===== config.mk =====
export PLATFORM = sky130hd
export DESIGN_NAME = reloj_hora_bcd
export DESIGN_NICKNAME = d
export VERILOG_FILES = /design/src/rtl/reloj_pkg.sv /design/src/rtl/contador_bcd_par.sv /design/src/rtl/reloj_hora_bcd.sv
export SDC_FILE = /design/constraint.sdc
export NUM_CORES = 1
export LEC_CHECK = 0
export BUFFER_PORTS_ARGS = -buffer_cell sky130_fd_sc_hd__buf_2
export CAP_MARGIN = 40
export CORE_AREA = 3 3 88 90
export CTS_CLUSTER_DIAMETER = 200
export DETAILED_ROUTE_END_ITERATION = 6
export DIE_AREA = 0 0 91 93
export PLACE_DENSITY = 0.85
export SYNTH_ARGS = -nofsm -noshare
export SYNTH_HDL_FRONTEND = slang
export SYNTH_SLANG_ARGS = --single-unit

===== constraint.sdc =====
create_clock -name clk -period 5.5 [get_ports clk]
set_input_delay 0.55 -clock clk [delete_from_list [all_inputs] [get_ports clk]]
set_output_delay 0.55 -clock clk [all_outputs]
set_load 0.02 [all_outputs]

===== src/rtl/reloj_pkg.sv =====
// Shared types, field limits and the load validity check for the BCD time-of-day clock.
package reloj_pkg;

    typedef logic [3:0] bcd_t;

    localparam logic [7:0] MAX_HH = 8'h23;
    localparam logic [7:0] MAX_MS = 8'h59;
    localparam logic [7:0] MAX_CC = 8'h99;

    // Every nibble must be a decimal digit before the field limits mean anything.
    function automatic logic bcd_valid_time(input logic [31:0] v);
        logic ok;
        bcd_t nib;
        ok = 1'b1;
        for (int i = 0; i < 8; i++) begin
            nib = v[i*4 +: 4];
            if (nib > bcd_t'(9)) ok = 1'b0;
        end
        if (v[31:24] > MAX_HH) ok = 1'b0;
        if (v[23:16] > MAX_MS) ok = 1'b0;
        if (v[15:8]  > MAX_MS) ok = 1'b0;
        return ok;
    endfunction

endpackage


===== src/rtl/contador_bcd_par.sv =====
// Two-digit packed-BCD counter wrapping at MOD_MAX; clear beats load beats increment.
module contador_bcd_par
    import reloj_pkg::*;
#(
    parameter logic [7:0] MOD_MAX = MAX_CC
) (
    input  logic       i_clk,
    input  logic       i_rst_n,
    input  logic       i_clr,
    input  logic       i_load,
    input  logic [7:0] i_load_val,
    input  logic       i_inc_en,
    output logic [7:0] o_q,
    output logic       o_carry
);

    logic [7:0] r_q;
    logic [7:0] w_q_inc;
    bcd_t       w_lo;
    bcd_t       w_hi;

    assign w_lo = r_q[3:0];
    assign w_hi = r_q[7:4];

    always_comb begin
        w_q_inc = {w_hi, w_lo + 4'd1};
        if (r_q == MOD_MAX)
            w_q_inc = 8'h00;
        else if (w_lo == 4'd9)
            w_q_inc = {w_hi + 4'd1, 4'd0};
    end

    always_ff @(posedge i_clk or negedge i_rst_n) begin
        if (!i_rst_n)
            r_q <= 8'h00;
        else if (i_clr)
            r_q <= 8'h00;
        else if (i_load)
            r_q <= i_load_val;
        else if (i_inc_en)
            r_q <= w_q_inc;
    end

    assign o_q     = r_q;
    assign o_carry = i_inc_en && (r_q == MOD_MAX);

endmodule


===== src/rtl/reloj_hora_bcd.sv =====
// HH:MM:SS.CC clock in packed BCD: prescaler, command priority and a four-stage carry chain.
module reloj_hora_bcd
    import reloj_pkg::*;
#(
    parameter int CLK_FREQ = 100_000_000,
    parameter int TICK_HZ  = 100
) (
    input  logic        clk,
    input  logic        CPU_RESETN,
    input  logic        run,
    input  logic        clr,
    input  logic        load,
    input  logic [31:0] load_val,
    input  logic        inc_hh,
    input  logic        inc_mm,
    output logic [31:0] hora_display,
    output logic        tick_seg,
    output logic        load_err
);

    localparam int DIV = CLK_FREQ / TICK_HZ;
    localparam int PW  = (DIV > 1) ? $clog2(DIV) : 1;
    localparam logic [PW-1:0] PRESC_LAST = PW'(DIV - 1);

    logic [PW-1:0] r_presc;
    logic          r_tick_seg;
    logic          r_load_err;

    logic w_load_ok, w_ld, w_set, w_set_mm, w_set_hh, w_tick, w_tick_apply, w_sub_clr;
    logic w_cc_carry, w_ss_carry, w_mm_carry, w_unused_day_wrap;
    logic [7:0] w_cc, w_ss, w_mm, w_hh;

    // Only one command class acts per cycle: clr, then load, then set pulses, then the tick.
    assign w_load_ok    = load && bcd_valid_time(load_val);
    assign w_ld         = !clr && w_load_ok;
    assign w_set        = !clr && !load && (inc_hh || inc_mm);
    assign w_set_mm     = w_set && inc_mm;
    assign w_set_hh     = w_set && inc_hh;
    assign w_tick       = run && (r_presc == PRESC_LAST);
    assign w_tick_apply = w_tick && !clr && !load && !inc_hh && !inc_mm;
    assign w_sub_clr    = clr || w_set_mm;

    contador_bcd_par #(.MOD_MAX(MAX_CC)) u_cc (
        .i_clk(clk), .i_rst_n(CPU_RESETN), .i_clr(w_sub_clr), .i_load(w_ld),
        .i_load_val(load_val[7:0]), .i_inc_en(w_tick_apply), .o_q(w_cc), .o_carry(w_cc_carry)
    );

    contador_bcd_par #(.MOD_MAX(MAX_MS)) u_ss (
        .i_clk(clk), .i_rst_n(CPU_RESETN), .i_clr(w_sub_clr), .i_load(w_ld),
        .i_load_val(load_val[15:8]), .i_inc_en(w_cc_carry), .o_q(w_ss), .o_carry(w_ss_carry)
    );

    contador_bcd_par #(.MOD_MAX(MAX_MS)) u_mm (
        .i_clk(clk), .i_rst_n(CPU_RESETN), .i_clr(clr), .i_load(w_ld),
        .i_load_val(load_val[23:16]), .i_inc_en(w_ss_carry || w_set_mm), .o_q(w_mm),
        .o_carry(w_mm_carry)
    );

    // A minute set at 59 must not ripple into the hours, so only the tick chain carries.
    contador_bcd_par #(.MOD_MAX(MAX_HH)) u_hh (
        .i_clk(clk), .i_rst_n(CPU_RESETN), .i_clr(clr), .i_load(w_ld),
        .i_load_val(load_val[31:24]), .i_inc_en((w_mm_carry && w_tick_apply) || w_set_hh),
        .o_q(w_hh), .o_carry(w_unused_day_wrap)
    );

    always_ff @(posedge clk or negedge CPU_RESETN) begin
        if (!CPU_RESETN)
            r_presc <= '0;
        else if (clr || w_load_ok || w_set_mm)
            r_presc <= '0;
        else if (load)
            r_presc <= r_presc;
        else if (run)
            r_presc <= w_tick ? '0 : r_presc + PW'(1);
    end

    always_ff @(posedge clk or negedge CPU_RESETN) begin
        if (!CPU_RESETN) begin
            r_tick_seg <= 1'b0;
            r_load_err <= 1'b0;
        end else begin
            r_tick_seg <= w_cc_carry;
            r_load_err <= !clr && load && !w_load_ok;
        end
    end

    assign hora_display = {w_hh, w_mm, w_ss, w_cc};
    assign tick_seg     = r_tick_seg;
    assign load_err     = r_load_err;

endmodule


==> flow_metrics.py, run 1 <==
metrics = {
    "status": {
        "status": "complete, no violations",
    },
    "die": {
        "fp.dieH_um": 93,
        "die_area_um2": 8460,
        "row_count": 31,
        "core_um2": 7140,
        "initial_utilization_pct": 56.6,
        "chipWidth_um": 91,
        "io-pin-count": 73,
    },
    "place": {
        "io_buffers": 72,
        "place.gp.congestion": 0.920,
        "placed_cell_area_um2": 4460,
        "hpwl_um": 8310,
    },
    "setup_path": {
        "crit_start": "r_presc[12]$_DFFE_PN0P_",
        "cpPeakStageDelay_ns": 0.70,
        "worst_ep_arrival_time_ns": 2.70,
        "crit_type": "register to register",
        "critPathBufInv": 0,
        "start_kind": "register",
        "worstSetupPathDepth": 5,
        "cp_top_family": "simple AND/OR/NAND/NOR gates",
        "r2r_setup_slack_ns": 2.96,
        "crit_top_cell": "a21oi_1",
        "critPathCaptureType": "register",
        "path_cells": "nor4b_2 -> and4_2 -> a21oi_1 -> o21ai_1 -> a21oi_1",
        "timing.rr.end": "r_presc[18]$_DFFE_PN0P_",
        "worst-path-max-fanout": 13,
        "crit_path_end": "r_presc[18]$_DFFE_PN0P_",
        "worstReg2RegStart": "r_presc[12]$_DFFE_PN0P_",
        "cp_slowest_cell": "o21ai_1",
        "reg2regPathDepth": 5,
        "cp_data_required_time_ns": 5.66,
    },
    "sta": {
        "skew_ns": 0.00922,
        "hold_viol_final": 0,
        "tns_ns": 0,
        "fin_crit_ns": 2.54,
        "maxSlewViolCount": 0,
        "rsz0062_at_grt": "no",
        "fin_crit_sh_pct": 46.2,
        "slew-limit-headroom_pct": 42.2,
        "setup-violations-final": 0,
        "clock.fmax_mhz": 394,
        "worst_pin_slew_ns": 0.862,
        "worst_hold_slack_ns": 0.341,
    },
    "clocking": {
        "cts_tree": "done",
        "cts.reportedPaths.clkPinSlew_ns": 0.10,
        "cts_hold_buf": 0,
        "cts.sinks": 54,
        "cts_buffers": 5,
        "clock_latency_ns": 0.32,
        "cts_root_buf": "clkbuf_8",
        "postCtsResizedCells": 0,
        "clockBufferDepth": 2,
        "htreeDepth": 2,
        "postCtsSetupBuffers": 0,
    },
    "detailed_routing": {
        "routed_wirelength_um": 11400,
        "drc": 0,
        "drtIter0Drc": 302,
        "firstDrtPassIters": 5,
        "vias": 4160,
        "routedWlPerCell_um": 18.2,
        "viasPerCell": 6.67,
        "antenna_left": 0,
    },
    "finish": {
        "syn2layout_area_growth_pct": 12.8,
        "final_cell_mix": "buf_2, dfrtp_1, nor2_1",
        "fin_area_um2": 4560,
        "final_common_cell": "buf_2",
        "drive_gt1_share_pct": 20.4,
        "fin_nets": 580,
        "diodes": 0,
    },
    "logic_synthesis": {
        "synth_cells": 457,
        "syn-num-nets": 513,
        "synth_seq_area_share_pct": 33.4,
        "synth-seq-cells": 54,
        "async_flop_share_pct": 100,
        "synth.distinct_cells": 72,
        "synth_edf_count": 0,
        "syn_area_per_cell_um2": 8.84,
        "syn_area_um2": 4040,
        "synth_flop_cell": "dfrtp_1",
        "synth_warnings": 0,
    },
    "global_route": {
        "grt_pass1_vias": 3908,
        "grt-ovfl-total": 0,
        "grt_start_max_net_pins": 55,
        "grt_util_all_layers_pct": 26.7,
        "grt_use_met1_pct": 36.0,
        "grt_pass1_wl_um": 18600,
        "met3_usage_pct": 5.87,
        "busiest_layer": "met2",
        "antenna_found_initial": 0,
        "use_met2_pct": 43.2,
    },
    "power_and_ir_drop": {
        "power_mw": 0.758,
        "ir_worst_vdd_mv": 0.0879,
        "p_leak_nw": 2.04,
        "p_per_area_nw_per_um2": 166,
    },
    "flow_run": {
        "drv_cap": 0,
    },
    "worst_hold_path": {
        "hold_path_class": "input pin to asynchronous set/reset pin",
    },
}
## where the power goes
group          switching [mW]  leakage (nW)  internal [mW]
clock                   0.138        0.0482          0.102
sequential            0.00883         0.749          0.403
combinational          0.0708          1.24         0.0349
total                   0.218          2.04          0.540
## final cells by class
cell class / count / area (um^2)
timing repair buffer: 76 / 398
clock buffer: 7 / 86.3
sequential: 54 / 1350
clock inverter: 1 / 5.00
fill: 608 / 2580
inverter: 19 / 71.3
tap: 99 / 124
multi-input combinational: 368 / 2520
## metrics by stage
step	utilization, %	std cells	setup slack, ns
final	63.9	624	2.96
after detailed placement	62.4	615	2.50
after global routing	63.9	624	2.73
after CTS	63.7	623	2.83
after global placement	62.3	614	2.65
after floorplan	-	457	3.36
## layer usage
metal	share of wire [%]	wire, um
met1	41	4700
met2	47	5390
met3	9.3	1060
met4	2.0	232
met5	0	0
## cells in the mapped netlist (4+ instances only)
| library cell | n | area, um^2 |
|---|---|---|
| buf_2 | 4 | 20.0 |
| nand3_1 | 35 | 175 |
| nand3b_1 | 9 | 67.6 |
| o21ai_1 | 8 | 40.0 |
| nor4_1 | 6 | 37.5 |
| a21oi_1 | 24 | 120 |
| and3b_1 | 4 | 35.0 |
| or3_1 | 8 | 50.1 |
| mux2i_1 | 14 | 140 |
| a22o_1 | 4 | 35.0 |
| nor2_1 | 40 | 150 |
| o31ai_1 | 14 | 105 |
| o211ai_1 | 4 | 30.0 |
| and3_1 | 11 | 68.8 |
| o21ai_0 | 25 | 125 |
| xnor2_1 | 6 | 52.6 |
| o2bb2ai_1 | 4 | 35.0 |
| and4_1 | 4 | 35.0 |
| dfrtp_1 | 54 | 1350 |
| nand2_1 | 30 | 113 |
| nand4_1 | 8 | 50.1 |
| or4_1 | 7 | 52.6 |
| inv_1 | 19 | 71.3 |
| ha_1 | 17 | 213 |
| nor3_1 | 8 | 40.0 |
| a21o_1 | 4 | 30.0 |
| clkbuf_1 | 7 | 26.3 |
| a211oi_1 | 7 | 52.6 |
| a31oi_1 | 10 | 62.6 |
## registers in the layout, summed over array words and instances, names as in the netlist
register	flops
load_err	1
r_presc	20
tick_seg	1
u_cc.o_q	8
u_hh.o_q	8
u_mm.o_q	8
u_ss.o_q	8
## worst min path at each step
stage	from	cells after the start	slack, ns	to
after detailed placement	r_presc[2]$_DFFE_PN0P_	1	0.53	r_presc[2]$_DFFE_PN0P_
final	CPU_RESETN	2	0.34	u_hh.o_q[2]$_DFFE_PN0P_
after CTS	CPU_RESETN	2	0.37	u_hh.o_q[4]$_DFFE_PN0P_
after floorplan	CPU_RESETN	0	0.25	load_err$_DFF_PN0_
after global routing	CPU_RESETN	2	0.41	u_hh.o_q[6]$_DFFE_PN0P_
after global placement	r_presc[2]$_DFFE_PN0P_	1	0.51	r_presc[2]$_DFFE_PN0P_
## logic make-up after synthesis
family	Yosys count	synth area share, %
buffers and inverters	35	4.12
and+or+nand+nor	197	28.9
adders and majority gates	17	5.26
DFF	54	33.4
xor gates and xnor gates	8	1.73
muxes	17	4.30
AOI/OAI and AO/OA	129	22.2
No activity file was read; power rests on OpenSTA's default activity.
==> run 2, diff against run 1 <==
CORE_AREA = 3 3 94 96   (was 3 3 88 90)
DIE_AREA = 0 0 97 99   (was 0 0 91 93)
PLACE_DENSITY = 0.79   (was 0.85)
clock period = 2.05 ns   (was 5.5 ns; I/O delays follow)
==> flow_metrics.py, run 2 (synthesis gave the netlist of run 1 again) <==
metrics = {
    "clocking": {
        "htreeDepth": 2,
        "cts.reportedPaths.clkPinSlew_ns": 0.10,
        "cts_tree": "done",
        "cts_root_buf": "clkbuf_8",
        "cts.sinks": 54,
        "clockBufferDepth": 2,
        "cts_buffers": 5,
        "clock_latency_ns": 0.31,
    },
    "die": {
        "initial_utilization_pct": 49.7,
        "io-pin-count": 73,
        "row_count": 33,
        "chipWidth_um": 97,
        "core_um2": 8130,
        "die_area_um2": 9600,
        "fp.dieH_um": 99,
    },
    "setup_path": {
        "cp_slowest_cell": "dfrtp_1",
        "critPathCaptureType": "register",
        "cp_data_required_time_ns": 2.25,
        "path_cells": "inv_2 -> ha_4 -> nand3b_4 -> nor4_4 -> buf_4 -> buf_6 -> nand4_4 -> and3_4 -> a211o_1",
        "cpPeakStageDelay_ns": 0.41,
        "start_kind": "register",
        "worst_ep_arrival_time_ns": 2.29,
        "crit_type": "register to register",
        "worst-path-max-fanout": 5,
    },
    "detailed_routing": {
        "routedWlPerCell_um": 18.8,
        "routed_wirelength_um": 13300,
        "firstDrtPassIters": 7,
        "drc": 0,
        "antenna_left": 0,
        "viasPerCell": 6.37,
        "vias": 4504,
        "drtIter0Drc": 403,
    },
    "power_and_ir_drop": {
        "p_clk_share_pct": 30.7,
        "p_per_area_nw_per_um2": 390,
        "p_int_mw": 1.49,
        "combPwrFrac_pct": 16.7,
        "seq_power_share_pct": 52.6,
        "p_sw_share_pct": 28.9,
        "p_leak_nw": 2.48,
        "switching_power_mw": 0.607,
        "ir_worst_vdd_mv": 0.252,
    },
    "place": {
        "io_buffers": 72,
        "post-place-ws_ns": -0.131,
        "hpwl_um": 9550,
        "place.gp.congestion": 0.981,
    },
    "finish": {
        "drive_gt1_share_pct": 36.2,
        "fin_nets": 657,
        "fillers": 617,
        "multi_input_area_um2": 2740,
        "diodes": 0,
        "final_common_cell": "buf_4",
        "final_cell_mix": "buf_4, buf_2, dfrtp_1",
        "syn2layout_area_growth_pct": 33.2,
        "largest_reg_flops": 20,
        "regMostFlops": "r_presc",
        "regArea_um2": 1360,
    },
    "sta": {
        "setup-violations-final": 4,
        "fin_crit_sh_pct": 102,
        "maxSlewViolCount": 0,
        "worst_pin_slew_ns": 0.793,
        "fin_crit_ns": 2.08,
        "clock.fmax_mhz": 480,
        "hold_viol_final": 0,
        "finalWorstSetupSlack_ns": -0.0328,
        "skew_ns": 0.00904,
        "worst_hold_slack_ns": 0.0973,
        "slew-limit-headroom_pct": 47.0,
        "rsz0062_at_grt": "yes",
    },
    "global_route": {
        "grt_start_max_net_pins": 33,
        "grt-ovfl-total": 0,
        "grt_pass1_wl_um": 20700,
        "antenna_found_initial": 0,
        "grt_util_all_layers_pct": 25.8,
        "grt_pass1_vias": 4233,
    },
    "status": {
        "violations": "negative setup slack",
        "status": "complete, but fails checks",
    },
    "flow_run": {
        "drv_cap": 0,
    },
    "worst_hold_path": {
        "hold_path_class": "input pin to register",
    },
}
run 2: cell count changes in the layout (fill, tap and decap cells not counted), sizes merged:
cell,before,now
buf,76,152
dlygate4sd3,0,1
run 2: path summary, 6_finish.rpt:
| kind | from | endpoint | slack, ns | cells past startpoint |
|---|---|---|---|---|
| worst min register to register | r_presc[2]$_DFFE_PN0P_ | r_presc[2]$_DFFE_PN0P_ | 0.55 | 1 |
| min in group asynchronous | CPU_RESETN | u_hh.o_q[5]$_DFFE_PN0P_ | 0.34 | 2 |
| max in group asynchronous | CPU_RESETN | r_presc[5]$_DFFE_PN0P_ | 1.19 | 3 |
| worst max register to register | u_cc.o_q[1]$_DFFE_PN0P_ | u_mm.o_q[7]$_DFFE_PN0P_ | -0.03 | 9 |
| worst max-delay path | u_cc.o_q[1]$_DFFE_PN0P_ | u_mm.o_q[7]$_DFFE_PN0P_ | -0.03 | 9 |
| worst min-delay path | load_val[0] | u_cc.o_q[0]$_DFFE_PN0P_ | 0.1 | 3 |
run 2: timing repair:
item,in CTS,in global routing
pin swaps,3,16
hold buffers,1,0
endpoints found under the hold margin,13,0
endpoints found under the setup margin,12,41
gates resized for setup,9,43
buffers inserted,1,10
run 2: routing by layer:
layer	global-route usage, %	vias to the layer above	wire [um]
met1	34.4	2155	5450
met3	4.18	36	1030
met4	8.64	0	321
met5	0	-	0
met2	42.9	271	6470
li1	-	2042	-
run 2: power groups by stage:
stage          logic [mW]  clock network, mW  registers [mW]
5_1_grt             0.381              0.696            1.11
3_5_place_dp        0.328                  0            1.12
4_1_cts             0.331              0.655            1.10
6_report            0.350              0.645            1.10
3_3_place_gp        0.319                  0            1.12
2_1_floorplan       0.145                  0            1.13
run 2: layout make-up:
class                   instances  area share, %
multi-input cells             368           50.8
flip-flops and latches         54           25.2
repair buffers                153           18.5
well taps                     105           2.44
clock buffers                   7           1.60
inverters                      19           1.32
clock inverters                 1         0.0930
run 2: stage by stage:
step / utilization, % / cells / cell area, um^2 / setup TNS [ns] / total power, mW
after detailed placement: 61.3 / 688 / 4980 / -1.53 / 1.45
after global routing: 66.2 / 707 / 5380 / -0.889 / 2.18
after floorplan: - / 457 / 4050 / 0 / 1.28
final: 66.2 / 707 / 5380 / -0.0825 / 2.10
after global placement: 61.3 / 688 / 4980 / -0.0549 / 1.44
after CTS: 63.0 / 698 / 5120 / 0 / 2.09
run 2: worst max-delay path, delay by kind of cell (launching register included):
family | cells | cell delay [ns]
AOI/OAI and AO/OA | 1 | 0.26
adders and majority gates | 1 | 0.14
buffers and inverters | 3 | 0.37
DFF | 1 | 0.41
and+or+nand+nor | 4 | 0.78
==> run 3, diff against run 2 <==
clock period = 1.85 ns   (was 2.05 ns; I/O delays follow)
==> flow_metrics.py, run 3 (synthesis gave the netlist of run 1 again) <==
metrics = {
    "detailed_routing": {
        "viasPerCell": 6.57,
        "drtIter0Drc": 533,
        "drc": 0,
        "vias": 4984,
        "antenna_left": 0,
        "firstDrtPassIters": 5,
        "routed_wirelength_um": 15700,
        "routedWlPerCell_um": 20.6,
    },
    "clocking": {
        "htreeDepth": 2,
        "clockBufferDepth": 2,
        "cts_tree": "done",
        "cts.reportedPaths.clkPinSlew_ns": 0.10,
        "cts_root_buf": "clkbuf_8",
        "cts.sinks": 54,
        "cts_buffers": 5,
        "clock_latency_ns": 0.31,
    },
    "finish": {
        "diodes": 0,
        "largest_reg_flops": 20,
        "fin_area_um2": 6020,
        "syn2layout_area_growth_pct": 49.0,
        "final_cell_mix": "buf_4, buf_2, dfrtp_1",
        "fillers": 544,
        "regMostFlops": "r_presc",
        "fin_nets": 709,
        "drive_gt1_share_pct": 46.3,
        "final_common_cell": "buf_4",
    },
    "sta": {
        "fin_crit_ns": 2.08,
        "fin_crit_sh_pct": 112,
        "hold_viol_final": 0,
        "skew_ns": 0.00681,
        "rsz0062_at_grt": "yes",
        "worst_pin_slew_ns": 0.759,
        "slew-limit-headroom_pct": 49.3,
        "tns_ns": -3.17,
        "clock.fmax_mhz": 481,
        "worst_hold_slack_ns": 0.124,
        "finalWorstSetupSlack_ns": -0.229,
        "setup-violations-final": 29,
        "maxSlewViolCount": 0,
    },
    "global_route": {
        "grt_pass1_vias": 4673,
        "grt_util_all_layers_pct": 28.3,
        "grt_pass1_wl_um": 22600,
        "grt-ovfl-total": 0,
        "antenna_found_initial": 0,
        "grt_start_max_net_pins": 55,
    },
    "die": {
        "core_um2": 8130,
        "chipWidth_um": 97,
        "row_count": 33,
        "fp.dieH_um": 99,
        "initial_utilization_pct": 49.7,
        "io-pin-count": 73,
        "die_area_um2": 9600,
    },
    "power_and_ir_drop": {
        "p_leak_nw": 2.78,
        "power_mw": 2.39,
        "p_per_area_nw_per_um2": 396,
        "ir_worst_vdd_mv": 0.321,
    },
    "setup_path": {
        "crit_type": "register to register",
        "critPathCaptureType": "register",
        "worst_ep_arrival_time_ns": 2.27,
        "worst-path-max-fanout": 5,
        "start_kind": "register",
        "cp_data_required_time_ns": 2.04,
    },
    "place": {
        "placed_cell_area_um2": 5420,
        "place.gp.congestion": 0.941,
        "io_buffers": 72,
        "hpwl_um": 9980,
    },
    "status": {
        "status": "complete, but fails checks",
        "violations": "negative setup slack",
    },
    "flow_run": {
        "drv_cap": 0,
    },
    "worst_hold_path": {
        "hold_path_class": "input pin to register",
    },
}
run 3: what timing repair did:
| action | CTS | global route |
|---|---|---|
| buffers inserted | 8 | 8 |
| hold endpoints to repair | 54 | 0 |
| resized for setup | 31 | 55 |
| hold buffers | 1 | 0 |
| pin swaps | 18 | 33 |
| endpoints found under the setup margin | 43 | 46 |
run 3: power breakdown:
part	switching, mW	internal [mW]	total, mW
sequential	0.0190	1.20	1.22
combinational	0.273	0.195	0.468
clock	0.400	0.304	0.703
total	0.691	1.70	2.39
run 3: worst paths after layout:
path / slack, ns / end / cells past startpoint / start
max reg2reg: -0.23 / u_hh.o_q[5]$_DFFE_PN0P_ / 10 / u_ss.o_q[5]$_DFFE_PN0P_
max: -0.23 / u_hh.o_q[5]$_DFFE_PN0P_ / 10 / u_ss.o_q[5]$_DFFE_PN0P_
min: 0.12 / u_cc.o_q[0]$_DFFE_PN0P_ / 3 / load_val[0]
min in group asynchronous: 0.41 / u_hh.o_q[7]$_DFFE_PN0P_ / 3 / CPU_RESETN
max in group asynchronous: 1.17 / u_ss.o_q[5]$_DFFE_PN0P_ / 3 / CPU_RESETN
min reg2reg: 0.54 / r_presc[2]$_DFFE_PN0P_ / 1 / r_presc[2]$_DFFE_PN0P_
run 3: layer usage:
layer  global-route usage (%)  vias to the layer above  wire (um)
met4                     9.07                        0        728
met3                     3.75                       92       1390
met5                        0                        -          0
met2                     50.3                      339       7760
met1                     35.7                     2409       5790
li1                         -                     2144          -
run 3: final cells by class:
class	count	area [um^2]	share of cell area (%)
multi-input cells	368	2930	48.6
clock buffers	7	86.3	1.43
well taps	105	131	2.18
repair buffers	205	1440	23.9
inverters	19	71.3	1.18
clock inverters	1	5.00	0.0831
flip-flops and latches	54	1360	22.6
run 3: per-stage QoR:
step	std cells	worst slack [ns]	util, %
6_report	759	-0.229	74.1
5_1_grt	759	-0.311	74.1
4_1_cts	751	-0.102	70.2
3_5_place_dp	734	-0.283	66.6
3_3_place_gp	734	-0.116	66.6
2_1_floorplan	457	-0.151	-
run 3: critical path: stages, from the launching register on:
cell	delay (ns)
dfrtp_2	0.43
inv_2	0.05
ha_1	0.15
nand3b_1	0.15
nor4_4	0.33
buf_6	0.17
buf_4	0.11
o21ai_2	0.08
buf_4	0.15
o211ai_1	0.19
a311oi_1	0.13
